## src/rtl/run_monitor_pkg.sv

```systemverilog
// Shared types for run_monitor: result codes, FSM state encoding and the
// per-cycle verdict that ends a run.
package run_monitor_pkg;

  localparam int RESULT_W = 3;
  localparam int CH_ID_W  = 4;
  localparam int MAX_CH   = 16;

  typedef enum logic [RESULT_W-1:0] {
    RES_NONE    = 3'd0,
    RES_BREAK   = 3'd1,
    RES_FAULT   = 3'd2,
    RES_TIMEOUT = 3'd3,
    RES_STALL   = 3'd4
  } result_e;

  typedef enum logic [1:0] {
    ST_IDLE = 2'd0,
    ST_RUN  = 2'd1,
    ST_DONE = 2'd2
  } state_e;

  // Outcome of one RUN cycle: whether the run ends, why, and which channel.
  typedef struct packed {
    logic                 hit;
    result_e              result;
    logic [CH_ID_W-1:0]   ch_id;
  } verdict_t;

endpackage

```

## src/rtl/run_monitor_prio_enc.sv

```systemverilog
// Lowest-set-index encoder with an any-bit flag; index is 0 when nothing is set.
module run_monitor_prio_enc
  import run_monitor_pkg::*;
#(
  parameter int WIDTH = 1
) (
  input  logic [WIDTH-1:0]   req_i,
  output logic [CH_ID_W-1:0] idx_o,
  output logic               any_o
);

  always_comb begin
    // NOTE: every output of a combinational block gets a default first so no
    // path leaves it unassigned (which would infer a latch).
    idx_o = '0;
    any_o = |req_i;
    // Scan from the top down so the lowest set bit is the last one written.
    for (int i = WIDTH - 1; i >= 0; i--) begin
      if (req_i[i]) idx_o = CH_ID_W'(i);
    end
  end

endmodule

```

## src/rtl/run_monitor.sv

```systemverilog
// Run monitor: tracks one CPU run across NUM_CH channels and reports how it ended.
// Optional per-channel stall detection is built when RUN_MONITOR_STALL_EN is defined.
module run_monitor
  import run_monitor_pkg::*;
#(
  parameter int NUM_CH         = 1,
  parameter int CYCLE_W        = 32,
  parameter int TIMEOUT_CYCLES = 50000,
  parameter int BREAK_ALL      = 0,
  parameter int STALL_CYCLES   = 1024
) (
  input  logic                clk,
  input  logic                rst,
  input  logic                start_i,
  input  logic [NUM_CH-1:0]   fault_i,
  input  logic [NUM_CH-1:0]   break_i,
  input  logic [NUM_CH-1:0]   activity_i,
  output logic                busy_o,
  output logic                done_o,
  output logic                done_pulse_o,
  output logic [RESULT_W-1:0] result_o,
  output logic [CH_ID_W-1:0]  ch_id_o,
  output logic [CYCLE_W-1:0]  cycles_o,
  output logic [NUM_CH-1:0]   break_mask_o
);

  localparam bit               TIMEOUT_EN    = (TIMEOUT_CYCLES != 0);
  localparam logic [CYCLE_W-1:0] TIMEOUT_LIMIT = CYCLE_W'(TIMEOUT_CYCLES + 1);

  state_e              state_q, state_d;
  logic [CYCLE_W-1:0]  cycles_q, cycles_d;
  logic [NUM_CH-1:0]   mask_q, mask_d;
  result_e             result_q, result_d;
  logic [CH_ID_W-1:0]  ch_id_q, ch_id_d;
  logic                pulse_q, pulse_d;

  logic                run_start;
  logic                in_run;
  logic [CYCLE_W-1:0]  cyc_inc;
  logic                timeout_hit;
  verdict_t            verdict;

  assign in_run  = (state_q == ST_RUN);
  assign cyc_inc = (cycles_q == '1) ? cycles_q : cycles_q + CYCLE_W'(1);
  assign timeout_hit = TIMEOUT_EN && (cyc_inc == TIMEOUT_LIMIT);

  // ---------------------------------------------------------------------------
  // Event selection
  // ---------------------------------------------------------------------------
  logic [NUM_CH-1:0]  brk_cand;
  logic               brk_done;
  logic [NUM_CH-1:0]  stall_vec;

  logic [CH_ID_W-1:0] fault_idx, brk_idx, stall_idx;
  logic               fault_any, brk_any, stall_any;

  generate
    if (BREAK_ALL != 0) begin : g_break_all
      // Complete once every channel has broken; report the channel that closed the set.
      assign brk_cand = break_i & ~mask_q;
      assign brk_done = &(mask_q | break_i);
    end else begin : g_break_any
      assign brk_cand = break_i;
      assign brk_done = |break_i;
    end
  endgenerate

  run_monitor_prio_enc #(.WIDTH(NUM_CH)) u_fault_enc (
    .req_i (fault_i),
    .idx_o (fault_idx),
    .any_o (fault_any)
  );

  run_monitor_prio_enc #(.WIDTH(NUM_CH)) u_break_enc (
    .req_i (brk_cand),
    .idx_o (brk_idx),
    .any_o (brk_any)
  );

  run_monitor_prio_enc #(.WIDTH(NUM_CH)) u_stall_enc (
    .req_i (stall_vec),
    .idx_o (stall_idx),
    .any_o (stall_any)
  );

`ifdef RUN_MONITOR_STALL_EN
  localparam int IDLE_W = (STALL_CYCLES < 1) ? 1 : $clog2(STALL_CYCLES + 1);
  localparam logic [IDLE_W-1:0] STALL_LIMIT = IDLE_W'(STALL_CYCLES);

  logic [NUM_CH-1:0][IDLE_W-1:0] idle_q, idle_d, idle_inc;

  always_comb begin
    idle_inc  = '0;
    stall_vec = '0;
    for (int c = 0; c < NUM_CH; c++) begin
      if (!activity_i[c]) begin
        idle_inc[c] = (idle_q[c] == '1) ? idle_q[c] : idle_q[c] + IDLE_W'(1);
      end
      stall_vec[c] = (idle_inc[c] >= STALL_LIMIT);
    end
  end

  always_comb begin
    idle_d = idle_q;
    if (run_start)   idle_d = '0;
    else if (in_run) idle_d = idle_inc;
  end

  always_ff @(posedge clk) begin
    // NOTE: the idle counters are state like any other and are cleared by
    // reset explicitly; nothing here relies on power-up values.
    if (rst) idle_q <= '0;
    else     idle_q <= idle_d;
  end
`else
  logic unused_activity;
  assign unused_activity = ^activity_i;
  assign stall_vec       = '0;
`endif

  // Priority: fault > break completion > stall > timeout.
  always_comb begin
    verdict = '{hit: 1'b0, result: RES_NONE, ch_id: '0};
    if (fault_any) begin
      verdict = '{hit: 1'b1, result: RES_FAULT, ch_id: fault_idx};
    end else if (brk_done) begin
      verdict = '{hit: 1'b1, result: RES_BREAK,
                  ch_id: brk_any ? brk_idx : '0};
    end else if (stall_any) begin
      verdict = '{hit: 1'b1, result: RES_STALL, ch_id: stall_idx};
    end else if (timeout_hit) begin
      verdict = '{hit: 1'b1, result: RES_TIMEOUT, ch_id: '0};
    end
  end

  // ---------------------------------------------------------------------------
  // FSM
  // ---------------------------------------------------------------------------
  always_comb begin
    state_d   = state_q;
    cycles_d  = cycles_q;
    mask_d    = mask_q;
    result_d  = result_q;
    ch_id_d   = ch_id_q;
    pulse_d   = 1'b0;
    run_start = 1'b0;

    case (state_q)
      ST_IDLE, ST_DONE: begin
        if (start_i) begin
          run_start = 1'b1;
          state_d   = ST_RUN;
          cycles_d  = '0;
          mask_d    = '0;
          result_d  = RES_NONE;
          ch_id_d   = '0;
        end
      end
      ST_RUN: begin
        cycles_d = cyc_inc;
        mask_d   = mask_q | break_i;
        if (verdict.hit) begin
          state_d  = ST_DONE;
          result_d = verdict.result;
          ch_id_d  = verdict.ch_id;
          pulse_d  = 1'b1;
        end
      end
      default: state_d = ST_IDLE;
    endcase
  end

  always_ff @(posedge clk) begin
    // NOTE: sequential state is updated with non-blocking assignments so every
    // register samples the pre-edge values regardless of statement order.
    if (rst) begin
      state_q  <= ST_IDLE;
      cycles_q <= '0;
      mask_q   <= '0;
      result_q <= RES_NONE;
      ch_id_q  <= '0;
      pulse_q  <= 1'b0;
    end else begin
      state_q  <= state_d;
      cycles_q <= cycles_d;
      mask_q   <= mask_d;
      result_q <= result_d;
      ch_id_q  <= ch_id_d;
      pulse_q  <= pulse_d;
    end
  end

  assign busy_o       = in_run;
  assign done_o       = (state_q == ST_DONE);
  assign done_pulse_o = pulse_q;
  assign result_o     = result_q;
  assign ch_id_o      = ch_id_q;
  assign cycles_o     = cycles_q;
  assign break_mask_o = mask_q;

endmodule

```

## config.mk

```make
export PLATFORM = sky130hd
export DESIGN_NAME = run_monitor
export DESIGN_NICKNAME = d
export VERILOG_FILES = /design/src/rtl/run_monitor_pkg.sv /design/src/rtl/run_monitor_prio_enc.sv /design/src/rtl/run_monitor.sv
export SDC_FILE = /design/constraint.sdc
export NUM_CORES = 1
export LEC_CHECK = 0
export CORE_ASPECT_RATIO = 2
export CORE_MARGIN = 2
export CORE_UTILIZATION = 56
export CTS_BUF_LIST = sky130_fd_sc_hd__clkbuf_8
export DETAILED_ROUTE_END_ITERATION = 10
export PLACE_DENSITY_LB_ADDON = 0.12
export SLEW_MARGIN = 10
export SYNTH_ARGS = -nofsm -noshare
export SYNTH_HDL_FRONTEND = slang
export SYNTH_HIERARCHICAL = 1
export SYNTH_SLANG_ARGS = --single-unit
```

## constraint.sdc

```tcl
create_clock -name clk -period 3.1 [get_ports clk]
set_input_delay 0.62 -clock clk [delete_from_list [all_inputs] [get_ports clk]]
set_output_delay 0.62 -clock clk [all_outputs]
set_load 0.005 [all_outputs]
```

[After elaboration in Yosys (flattened, before gate mapping)]
Cells that the tools add are included.
W data, S select, Z words.
Cells by class
  add/subtract/negate cells: 1
  equality and inequality tests: 6
  multiplexer cells: 18
  bitwise logic cells: 2
  reductions and logical operators: 7
Operators by type and width (number)
  $mux W32: 2
  $pmux W32 S2: 1
  $add A32 B1 Y32 const B: 1
  $eq A32 B16 Y1 const B: 1
  $eq A32 B32 Y1 const B: 1
  $mux W8: 3
  $mux W4: 2
  $pmux W4 S2: 1
  $mux W3: 2
  $pmux W3 S2: 1
  $mux W2: 2
  $pmux W2 S2: 1
  $reduce_and A2 Y1: 2
  $reduce_or A2 Y1: 2
  $reduce_and A3 Y1: 1
  $eq A2 B1 Y1 const B: 1
  $eq A2 B2 Y1 const B: 1
  $logic_not A2 Y1: 1
  $mux W1: 2
  $ne A2 B1 Y1 const B: 1
  $ne A2 B2 Y1 const B: 1
  $pmux W1 S2: 1
  $reduce_bool A2 Y1: 1
  $not A1 Y1: 1
  $or A1 B1 Y1: 1
Word-level totals
  register bits after elaboration: 43
  bits of input ports: 6

[Depth between registers and ports, before layout]
Gate-level depths: netlist of run 1.
  word-level depth: 8
  mapped depth: 11
  mapped depth without buffers: 9

[Cells and area by module]
Netlist of run 1, hierarchy kept.
Modules (own cells, without submodules)
  run_monitor: times used 1, cells an instance 376, area an instance 2826.5 um2, seq. area each 860.8 um2
  run_monitor_prio_enc: times used 3, cells an instance 6, area an instance 41.3 um2, seq. area each 0.0 um2

[Worst setup path after synthesis of run 1]
Ideal clock, no wire load.
  kind: register to register
  start: reg cycles_q[5] (netlist: cycles_o[5])
  end: reg result_q[2] (netlist: result_o[2])
  library setup time: 0.132 ns
  arrival time: 2.625 ns
  required time: 2.968 ns
  slack: 0.343 ns
  cell stages (with the launch flop): 10
  clock period less this slack: 2.757 ns
  path through: dfxtp_1 -> buf_2 -> nand3_2 -> or4_1 -> xnor2_1 -> or4_1 -> a2111oi_4 -> nand4_2 -> nand4_1 -> a21oi_1
On the way
  cells in the longest elaborated chain, start to end: 8
  elaborated cells between the ends (all ways): 9
RTL lines
  start, declared: RTL line run_monitor.sv:31  | logic [CYCLE_W-1:0] cycles_q, cycles_d;
  start signal, assigned: RTL line run_monitor.sv:185  | cycles_q <= cycles_d;
  $add A32 B1 Y32 / $eq A32 B32 Y1 (equally long branches): RTL line run_monitor.sv:44  | assign cyc_inc = (cycles_q == '1) ? cycles_q : cycles_q + CYCLE_W'(1);
  $mux W32 *: RTL line run_monitor.sv:44
  $eq A32 B16 Y1 *: RTL line run_monitor.sv:45  | assign timeout_hit = TIMEOUT_EN && (cyc_inc == TIMEOUT_LIMIT);
  $mux W8 *: RTL line run_monitor.sv:131  | end else if (timeout_hit) begin
  $mux W8 *: RTL line run_monitor.sv:126  | end else if (brk_done) begin
  $mux W8 *: RTL line run_monitor.sv:124  | if (fault_any) begin
  $ne A2 B1 Y1 (no source line) *
  $reduce_and A3 Y1 (no source line) *
  end signal, assigned: RTL line run_monitor.sv:187  | result_q <= result_d;
  end, declared: RTL line run_monitor.sv:33  | result_e result_q, result_d;
Every way passes the cells marked *; elsewhere a longest branch is shown, timed or not.
A chain may end at the register's enable or synchronous reset.

[Worst setup path in the final report of run 1]
  start: reg cycles_q[7] (netlist: cycles_o[7])
  end: reg ch_id_q[2] (netlist: ch_id_o[2])
On the way
  cells in the longest elaborated chain, start to end: 8
  elaborated cells between the ends (all ways): 9
RTL lines
  $add A32 B1 Y32 / $eq A32 B32 Y1 (equally long branches): RTL line run_monitor.sv:44
  $mux W32 *: RTL line run_monitor.sv:44
  $eq A32 B16 Y1 *: RTL line run_monitor.sv:45
  $mux W8 *: RTL line run_monitor.sv:131
  $mux W8 *: RTL line run_monitor.sv:126
  $mux W8 *: RTL line run_monitor.sv:124
  $ne A2 B1 Y1 (no source line) *
  $reduce_and A3 Y1 (no source line) *
  end signal, assigned: RTL line run_monitor.sv:188  | ch_id_q <= ch_id_d;
  end, declared: RTL line run_monitor.sv:34  | logic [CH_ID_W-1:0] ch_id_q, ch_id_d;
Marked as above.

==> results of run 1 <==
==> flip-flops by register name (all words and copies together) (netlist names) <==
name,cells
done_pulse_o,1
result_o,3
ch_id_o,4
state_q,2
break_mask_o,1
cycles_o,32
==> power breakdown <==
part | switching, uW | internal, uW
Sequential | 3.39 | 558
Clock | 211 | 240
Combinational | 73.2 | 39.7
==> tightest hold or removal path, delay by kind of cell (launching register included) <==
| kind | cells | cell delay [ns] |
|---|---|---|
| simple gates | 1 | 0.05 |
| compound gates | 1 | 0.05 |
| flops | 1 | 0.32 |
==> per-layer routing <==
| metal | track usage, % | share of wire [%] | vias up |
|---|---|---|---|
| met4 | 21.4 | 4.7 | 0 |
| met2 | 54.5 | 53 | 117 |
| met3 | 5.19 | 5.4 | 31 |
| met5 | 0 | 0 | - |
| li1 | - | - | 1541 |
| met1 | 31.8 | 36 | 1481 |
==> cells in the final DEF, fill, tap and decap left out, types with 2 or more instances in the layout <==
cell / Yosys / layout
sky130_fd_sc_hd__nor2_1: 52 / 52
sky130_fd_sc_hd__clkdlybuf4s50_1: 0 / 47
sky130_fd_sc_hd__dfxtp_1: 43 / 43
sky130_fd_sc_hd__buf_4: 15 / 32
sky130_fd_sc_hd__nand2_1: 29 / 29
sky130_fd_sc_hd__a21oi_1: 27 / 27
sky130_fd_sc_hd__nand3_1: 24 / 24
sky130_fd_sc_hd__nand4_1: 19 / 19
sky130_fd_sc_hd__o21ai_0: 17 / 17
sky130_fd_sc_hd__conb_1: 4 / 13
sky130_fd_sc_hd__or3_1: 10 / 10
sky130_fd_sc_hd__nand2b_1: 9 / 9
sky130_fd_sc_hd__nor3_1: 9 / 9
sky130_fd_sc_hd__a31oi_1: 7 / 7
sky130_fd_sc_hd__and4_1: 6 / 6
sky130_fd_sc_hd__a311oi_1: 6 / 6
sky130_fd_sc_hd__o21ai_1: 6 / 6
sky130_fd_sc_hd__mux2i_1: 6 / 6
sky130_fd_sc_hd__nor2b_1: 5 / 5
sky130_fd_sc_hd__a22oi_1: 5 / 5
sky130_fd_sc_hd__a211oi_1: 5 / 5
sky130_fd_sc_hd__clkbuf_8: 0 / 5
sky130_fd_sc_hd__and3_1: 4 / 4
sky130_fd_sc_hd__or4_1: 4 / 4
sky130_fd_sc_hd__a32oi_1: 4 / 4
sky130_fd_sc_hd__xnor2_1: 4 / 4
sky130_fd_sc_hd__nor4_1: 4 / 4
sky130_fd_sc_hd__o21a_1: 4 / 4
sky130_fd_sc_hd__o211ai_1: 4 / 4
sky130_fd_sc_hd__and2_1: 3 / 3
sky130_fd_sc_hd__nor3_2: 2 / 2
sky130_fd_sc_hd__inv_1: 2 / 2
sky130_fd_sc_hd__nor3b_1: 2 / 2
sky130_fd_sc_hd__o31ai_1: 2 / 2
==> layout make-up <==
cell class                 instances  area [um2]
tap                               58        72.6
clock buffer                       5        68.8
multi-input combinational        316        1890
sequential                        43         861
inverter                           3        11.3
clock inverter                     3        43.8
timing repair buffer              79         711
fill                             449        1430
==> through the flow <==
stage	total power (uW)	hold slack, ns	area (um2)	util, %
2_1_floorplan	655	0.445	2980	-
3_3_place_gp	681	0.445	3550	69.7
3_5_place_dp	683	0.455	3550	69.7
4_1_cts	1130	0.471	3660	71.9
5_1_grt	1170	0.491	3660	71.9
6_report	1130	0.463	3660	71.9
==> cells by family after synthesis <==
kind of cell,share of synthesized area (%)
other,0.509
buffers and inverters,7.85
DFF,29.2
muxes,2.42
adders and majority gates,0.424
xor gates and xnor gates,1.19
and+or+nand+nor,35.5
AOI/OAI and AO/OA,22.9
==> path summary, 6_finish.rpt <==
path / startpoint / end / slack (ns) / cells past startpoint
setup reg to reg: cycles_o[7] / ch_id_o[2] / 0.21 / 8
setup / recovery: cycles_o[7] / ch_id_o[2] / 0.21 / 8
hold / removal: result_o[0] / result_o[0] / 0.46 / 2
hold reg to reg: result_o[0] / result_o[0] / 0.46 / 2
==> impl_results.html, run 1 <==
<table>
<tr><th>Metric</th><th>Value</th></tr>
<tr><th colspan="2">Setup path</th></tr>
<tr><td>Cell-by-cell trace of the critical path</td><td>nand3_2, or4_1, xnor2_1, or4_1, a2111oi_4, nand4_2, nand2_4, mux2i_1</td></tr>
<tr><td>Family of cells with the greatest summed delay on the critical path</td><td>simple AND/OR/NAND/NOR gates</td></tr>
<tr><td>Longest individual stage delay on the worst path</td><td>0.60 ns</td></tr>
<tr><td>Category of the worst setup path launch point</td><td>register</td></tr>
<tr><td>Cell mode on critical path</td><td>sky130_fd_sc_hd__or4_1</td></tr>
<tr><td>Number of buffers and inverters on the critical path</td><td>0</td></tr>
<tr><td>Required time at the worst-slack endpoint</td><td>3.31 ns</td></tr>
<tr><td>Worst setup path category</td><td>register to register</td></tr>
<tr><td>Largest driver fanout on the critical path</td><td>6</td></tr>
<tr><td>Endpoint kind of the worst setup timing path</td><td>register</td></tr>
<tr><td>Arr. time, crit path</td><td>3.09 ns</td></tr>
<tr><td>Standard cell with the maximum stage delay on the critical path</td><td>sky130_fd_sc_hd__or4_1</td></tr>
<tr><th colspan="2">STA</th></tr>
<tr><td>Unrepaired setup endpoints after global routing</td><td>false</td></tr>
<tr><td>Slew margin rel.</td><td>51.0%</td></tr>
<tr><td>Setup slack after layout</td><td>0.211 ns</td></tr>
<tr><td>Clock Skew</td><td>0.00840 ns</td></tr>
<tr><td>Worst slew pin tran</td><td>0.729 ns</td></tr>
<tr><td>Max Transition Viols Final</td><td>0</td></tr>
<tr><td>Tmin final</td><td>2.89 ns</td></tr>
<tr><td>Hold violation total from the final report</td><td>0</td></tr>
<tr><td>Period utilization</td><td>93.2%</td></tr>
<tr><td>Setup TNS Final</td><td>0 ns</td></tr>
<tr><td>Maximum frequency from static timing analysis</td><td>346 MHz</td></tr>
<tr><td>Final setup vio count</td><td>0</td></tr>
<tr><th colspan="2">Status</th></tr>
<tr><td>Outcome</td><td>finished clean</td></tr>
<tr><th colspan="2">Yosys</th></tr>
<tr><td>Average size of a mapped cell</td><td>7.49 um2</td></tr>
<tr><td>Prevailing post-synth register cell</td><td>sky130_fd_sc_hd__dfxtp_1</td></tr>
<tr><td>Top area cells in the synthesized netlist</td><td>sky130_fd_sc_hd__dfxtp_1 (29%), sky130_fd_sc_hd__nor2_1 (6.6%), sky130_fd_sc_hd__a21oi_1 (4.6%)</td></tr>
<tr><td>Commonest cells in the netlist</td><td>sky130_fd_sc_hd__nor2_1 (52), sky130_fd_sc_hd__dfxtp_1 (43), sky130_fd_sc_hd__nand2_1 (29)</td></tr>
<tr><td>Seq/Total Area, Yosys</td><td>29.2%</td></tr>
<tr><td>Fraction of registers with async set/reset</td><td>0%</td></tr>
<tr><td>Number of warnings reported in the yosys synthesis log</td><td>6</td></tr>
<tr><td>Number of enable-type register cells in the synthesized netlist</td><td>0</td></tr>
<tr><td>Cell area after synthesis</td><td>0.00295 mm2</td></tr>
<tr><td>Share of Yosys cell area claimed by the top area cell type</td><td>29.2%</td></tr>
<tr><td>Synthesized flop and latch total</td><td>43</td></tr>
<tr><td>Top-count cell post-synth</td><td>sky130_fd_sc_hd__nor2_1</td></tr>
<tr><td>Top cell type by total area after synthesis</td><td>sky130_fd_sc_hd__dfxtp_1</td></tr>
<tr><td>Mapped Cells</td><td>394</td></tr>
<tr><td>Count of different cell masters after synthesis</td><td>61</td></tr>
<tr><th colspan="2">Global routing</th></tr>
<tr><td>Initial antenna violation count</td><td>0</td></tr>
<tr><td>First-pass GRT wire length</td><td>14500 um</td></tr>
<tr><td>Pin count of the biggest net entering global routing</td><td>23</td></tr>
<tr><td>Via count of the first global-routing pass</td><td>3108</td></tr>
<tr><td>Global-route congestion overflow total</td><td>0</td></tr>
<tr><td>Gr usage total</td><td>30.7%</td></tr>
<tr><th colspan="2">Clock tree</th></tr>
<tr><td>Clock Tree Buf Depth</td><td>2</td></tr>
<tr><td>Number of buffers created by CTS</td><td>5</td></tr>
<tr><td>Clock slew at the register clock pins of the worst setup and hold paths</td><td>0.09 ns</td></tr>
<tr><td>Clock latency on the worst-skew pair</td><td>0.31 ns</td></tr>
<tr><td>Root buf cell</td><td>sky130_fd_sc_hd__clkbuf_8</td></tr>
<tr><td>Clock H-tree levels</td><td>2</td></tr>
<tr><td>Cts hold-fix bufs</td><td>0</td></tr>
<tr><td>Total number of clock tree sinks</td><td>43</td></tr>
<tr><td>Number of gates given a new drive strength after cts</td><td>0</td></tr>
<tr><td>TritonCTS clock tree</td><td>yes</td></tr>
<tr><td>Post-CTS setup repair buffer count</td><td>0</td></tr>
<tr><th colspan="2">Power</th></tr>
<tr><td>Maximum resistive drop on vdd</td><td>0.000392 V</td></tr>
<tr><td>Power Density</td><td>308 mW/mm2</td></tr>
<tr><td>Leakage power figure</td><td>0.00120 uW</td></tr>
<tr><th colspan="2">Placement</th></tr>
<tr><td>Final weighted congestion in routability-driven placement</td><td>0.945</td></tr>
<tr><td>Total instance count after detailed placement</td><td>499</td></tr>
<tr><td>Worst-case setup slack after placement</td><td>0.226 ns</td></tr>
<tr><td>Port Buf Inserts</td><td>47</td></tr>
<tr><td>HPWL after detailed placement</td><td>6550 um</td></tr>
<tr><th colspan="2">Drt</th></tr>
<tr><td>Initial detailed-routing violation count</td><td>136</td></tr>
<tr><td>Number of nets still failing antenna checks after routing</td><td>0</td></tr>
<tr><td>Vias</td><td>3170</td></tr>
<tr><td>Detailed-route wire length</td><td>8740 um</td></tr>
<tr><td>Via-to-Cell Ratio</td><td>6.25</td></tr>
<tr><td>WL per Instance</td><td>17.2 um</td></tr>
<tr><td>Total DRC errors in the routed layout</td><td>0</td></tr>
<tr><td>Length of the first detailed-routing pass in iterations</td><td>7</td></tr>
<tr><th colspan="2">Hold path</th></tr>
<tr><td>Hold Path Class</td><td>register to register</td></tr>
<tr><th colspan="2">Floorplan</th></tr>
<tr><td># rows</td><td>37</td></tr>
<tr><td>Die height</td><td>107 um</td></tr>
<tr><td>X dimension of the die</td><td>55.3 um</td></tr>
<tr><td>Area of the die</td><td>0.00590 mm2</td></tr>
<tr><td>Starting Density</td><td>57.9%</td></tr>
<tr><td>Count of pins on the block boundary</td><td>49</td></tr>
<tr><td>Area of the core region</td><td>0.00509 mm2</td></tr>
<tr><th colspan="2">Final layout</th></tr>
<tr><td>Area delta synth-&gt;final</td><td>24.0%</td></tr>
<tr><td>Filler-free cell count of the finished design</td><td>507</td></tr>
<tr><td>Ant. Diodes</td><td>0</td></tr>
<tr><td>Layout cell share with drive strength beyond 1</td><td>12.0%</td></tr>
<tr><td>Final layout net count</td><td>455</td></tr>
<tr><th colspan="2">Run</th></tr>
<tr><td>Max Cap Viol</td><td>0</td></tr>
</table>
Note: power is estimated with default switching activity, not from simulation.
==> inputs of run 2 (changes only) <==
- GPL_ROUTABILITY_DRIVEN: not set -> 0
- PLACE_DENSITY: not set -> 0.88
- PLACE_DENSITY_LB_ADDON: 0.12 -> not set
==> run 2 against run 1 <==
Final area decreased by 0.92%. Via count increased by 2.8%. Count of clock-buffer cells in the layout increased by 2. Clock power decreased by 13%. Critical path depth increased by 1. Worst hold slack improved by 0.0032 ns. Critical endpoint is now ch_id_o[1]. Largest cell class unchanged.
==> impl_results.html, run 2 (same netlist as run 1, synthesis figures left out) <==
<table>
<tr><th>Metric</th><th>Value</th></tr>
<tr><th colspan="2">Final layout</th></tr>
<tr><td>Multi-input combinational cell area</td><td>0.00189 mm2</td></tr>
<tr><td>Layout cell share with drive strength beyond 1</td><td>11.4%</td></tr>
<tr><td>Most common cell after layout, fill and taps aside</td><td>sky130_fd_sc_hd__nor2_1</td></tr>
<tr><td>Final layout net count</td><td>452</td></tr>
<tr><td>Largest register FFs</td><td>32</td></tr>
<tr><td>Ant. Diodes</td><td>0</td></tr>
<tr><td>Fill cell total of the finished layout</td><td>436</td></tr>
<tr><td>Area delta synth-&gt;final</td><td>22.9%</td></tr>
<tr><td>Most used cells in the layout excluding fill and tap cells</td><td>sky130_fd_sc_hd__nor2_1 (52), sky130_fd_sc_hd__clkdlybuf4s50_1 (47), sky130_fd_sc_hd__dfxtp_1 (42)</td></tr>
<tr><td>Register cell area after layout</td><td>862 um2</td></tr>
<tr><th colspan="2">STA</th></tr>
<tr><td>Setup slack after layout</td><td>0.156 ns</td></tr>
<tr><td>Unrepaired setup endpoints after global routing</td><td>false</td></tr>
<tr><td>Max Transition Viols Final</td><td>0</td></tr>
<tr><td>Clock Skew</td><td>0.00978 ns</td></tr>
<tr><td>Period utilization</td><td>95.0%</td></tr>
<tr><td>Maximum frequency from static timing analysis</td><td>340 MHz</td></tr>
<tr><td>Final setup vio count</td><td>0</td></tr>
<tr><td>Setup TNS Final</td><td>0 ns</td></tr>
<tr><td>Hold_ws</td><td>0.466 ns</td></tr>
<tr><td>Tmin final</td><td>2.94 ns</td></tr>
<tr><td>Hold violation total from the final report</td><td>0</td></tr>
<tr><td>Worst slew pin tran</td><td>0.731 ns</td></tr>
<tr><td>Slew margin rel.</td><td>50.8%</td></tr>
<tr><th colspan="2">Setup path</th></tr>
<tr><td>Category of the worst setup path launch point</td><td>register</td></tr>
<tr><td>Arr. time, crit path</td><td>3.13 ns</td></tr>
<tr><td>R2r worst-path depth</td><td>9</td></tr>
<tr><td>Number of buffers and inverters on the critical path</td><td>1</td></tr>
<tr><td>Endpoint kind of the worst setup timing path</td><td>register</td></tr>
<tr><td>Longest individual stage delay on the worst path</td><td>0.62 ns</td></tr>
<tr><td>Required time at the worst-slack endpoint</td><td>3.29 ns</td></tr>
<tr><td>Worst reg2reg setup slack</td><td>0.16 ns</td></tr>
<tr><td>Largest driver fanout on the critical path</td><td>8</td></tr>
<tr><td>Family of cells with the greatest summed delay on the critical path</td><td>simple AND/OR/NAND/NOR gates</td></tr>
<tr><td>Reg-to-Reg End</td><td>ch_id_o[1]</td></tr>
<tr><td>Standard cell with the maximum stage delay on the critical path</td><td>sky130_fd_sc_hd__or4_1</td></tr>
<tr><td>Critical R2R Launch</td><td>cycles_o[0]</td></tr>
<tr><td>Cell-by-cell trace of the critical path</td><td>nand4_1, buf_4, or4_1, o41ai_1, nand3_1, a211oi_2, nand4_2, nand2_4, mux2i_1</td></tr>
<tr><td>Worst setup path category</td><td>register to register</td></tr>
<tr><th colspan="2">Power</th></tr>
<tr><td>Leakage power figure</td><td>0.00119 uW</td></tr>
<tr><td>Power Density</td><td>295 mW/mm2</td></tr>
<tr><td>Maximum resistive drop on vdd</td><td>0.000376 V</td></tr>
<tr><th colspan="2">Drt</th></tr>
<tr><td>Total DRC errors in the routed layout</td><td>0</td></tr>
<tr><td>WL per Instance</td><td>17.4 um</td></tr>
<tr><td>Length of the first detailed-routing pass in iterations</td><td>4</td></tr>
<tr><td>Number of nets still failing antenna checks after routing</td><td>0</td></tr>
<tr><td>Initial detailed-routing violation count</td><td>216</td></tr>
<tr><td>Vias</td><td>3258</td></tr>
<tr><td>Detailed-route wire length</td><td>8760 um</td></tr>
<tr><td>Via-to-Cell Ratio</td><td>6.46</td></tr>
<tr><th colspan="2">Hold path</th></tr>
<tr><td>End of the worst hold path</td><td>ch_id_o[3]</td></tr>
<tr><td>Hold Path Class</td><td>register to register</td></tr>
<tr><td>Number of instances on the worst hold path</td><td>2</td></tr>
<tr><td>Min-delay src</td><td>ch_id_o[3]</td></tr>
<tr><th colspan="2">Global routing</th></tr>
<tr><td>Busiest layer in global routing</td><td>met2</td></tr>
<tr><td>Met1 capacity usage during global routing</td><td>30.5%</td></tr>
<tr><td>Global-route congestion overflow total</td><td>0</td></tr>
<tr><td>Initial antenna violation count</td><td>0</td></tr>
<tr><td>Gr usage total</td><td>30.5%</td></tr>
<tr><td>Global routing usage on met2</td><td>53.7%</td></tr>
<tr><td>Via count of the first global-routing pass</td><td>3056</td></tr>
<tr><td>First-pass GRT wire length</td><td>14200 um</td></tr>
<tr><td>Pin count of the biggest net entering global routing</td><td>23</td></tr>
<tr><td>Met3 routing resource usage after global routing</td><td>5.79%</td></tr>
<tr><th colspan="2">Floorplan</th></tr>
<tr><td>X dimension of the die</td><td>55.3 um</td></tr>
<tr><td>Area of the core region</td><td>0.00509 mm2</td></tr>
<tr><td># rows</td><td>37</td></tr>
<tr><td>Count of pins on the block boundary</td><td>49</td></tr>
<tr><td>Die height</td><td>107 um</td></tr>
<tr><td>Area of the die</td><td>0.00590 mm2</td></tr>
<tr><td>Starting Density</td><td>57.9%</td></tr>
<tr><th colspan="2">Placement</th></tr>
<tr><td>HPWL after detailed placement</td><td>6460 um</td></tr>
<tr><td>Port Buf Inserts</td><td>47</td></tr>
<tr><td>Worst-case setup slack after placement</td><td>0.166 ns</td></tr>
<tr><th colspan="2">Run</th></tr>
<tr><td>Max Cap Viol</td><td>0</td></tr>
<tr><th colspan="2">Clock tree</th></tr>
<tr><td>Total number of clock tree sinks</td><td>43</td></tr>
<tr><td>Clock H-tree levels</td><td>2</td></tr>
<tr><td>Clock Tree Buf Depth</td><td>2</td></tr>
<tr><td>Clock slew at the register clock pins of the worst setup and hold paths</td><td>0.08 ns</td></tr>
<tr><td>Root buf cell</td><td>sky130_fd_sc_hd__clkbuf_8</td></tr>
<tr><td>Clock latency on the worst-skew pair</td><td>0.31 ns</td></tr>
<tr><td>TritonCTS clock tree</td><td>yes</td></tr>
<tr><td>Number of buffers created by CTS</td><td>5</td></tr>
<tr><td>Cts hold-fix bufs</td><td>0</td></tr>
<tr><th colspan="2">Status</th></tr>
<tr><td>Outcome</td><td>finished clean</td></tr>
</table>
==> run 2: changes by cell type in the layout (fill, tap and decap cells not counted) <==
cell                        delta
sky130_fd_sc_hd__clkinv_4      -1
sky130_fd_sc_hd__buf_4         -3
sky130_fd_sc_hd__clkinv_2      -1
sky130_fd_sc_hd__bufinv_16     -1
sky130_fd_sc_hd__clkbuf_8      +2
sky130_fd_sc_hd__dfxtp_2       +1
sky130_fd_sc_hd__inv_1         +1
sky130_fd_sc_hd__dfxtp_1       -1
==> run 2: timing repair <==
action	4_1_cts	5_1_grt
resized for setup	0	1
setup buffers	0	0
endpoints found under the setup margin	0	6
==> run 2: area by class of cell <==
cell class | count | area share [%]
clock buffers | 7 | 2.66
clock inverters | 1 | 0.104
inverters | 3 | 0.311
multi-input cells | 316 | 52.2
flip-flops and latches | 43 | 23.8
well taps | 58 | 2.00
repair buffers | 76 | 19.0
==> run 2: worst max-delay path by stage <==
stage	from	endpoint	depth (start not counted)
2_1_floorplan	cycles_o[5]	result_o[2]	9
5_1_grt	cycles_o[0]	ch_id_o[2]	9
3_5_place_dp	cycles_o[7]	result_o[0]	8
4_1_cts	cycles_o[7]	ch_id_o[1]	8
3_3_place_gp	cycles_o[7]	result_o[0]	8
6_report	cycles_o[0]	ch_id_o[1]	9
==> run 2: layer usage <==
metal	vias up	wire [um]
met5	-	0
met4	0	646
met3	56	586
met2	176	4540
met1	1486	2980
li1	1540	-
==> run 2: worst register-to-register path, delay by kind of cell (launching register included) <==
family | cells | cell delay [ns]
AOI/OAI and AO/OA | 2 | 0.68
buffers and inverters | 1 | 0.19
DFF | 1 | 0.47
muxes | 1 | 0.09
and+or+nand+nor | 5 | 1.40
==> run 2: metrics by stage <==
step	util [%]	cells	total power, uW	area [um2]
6_report	71.2	504	1070	3630
5_1_grt	71.2	504	1110	3630
4_1_cts	71.2	504	1070	3620
3_5_place_dp	69.2	496	683	3520
3_3_place_gp	69.2	496	681	3520
2_1_floorplan	-	403	655	2980
==> run 2: report_power, final <==
part	internal (uW)	leakage [uW]	total, uW	switching, uW
combinational	39.5	0.000785	113	73.3
clock	200	0.0000557	394	194
sequential	558	0.000348	563	4.86
total	798	0.00119	1070	272
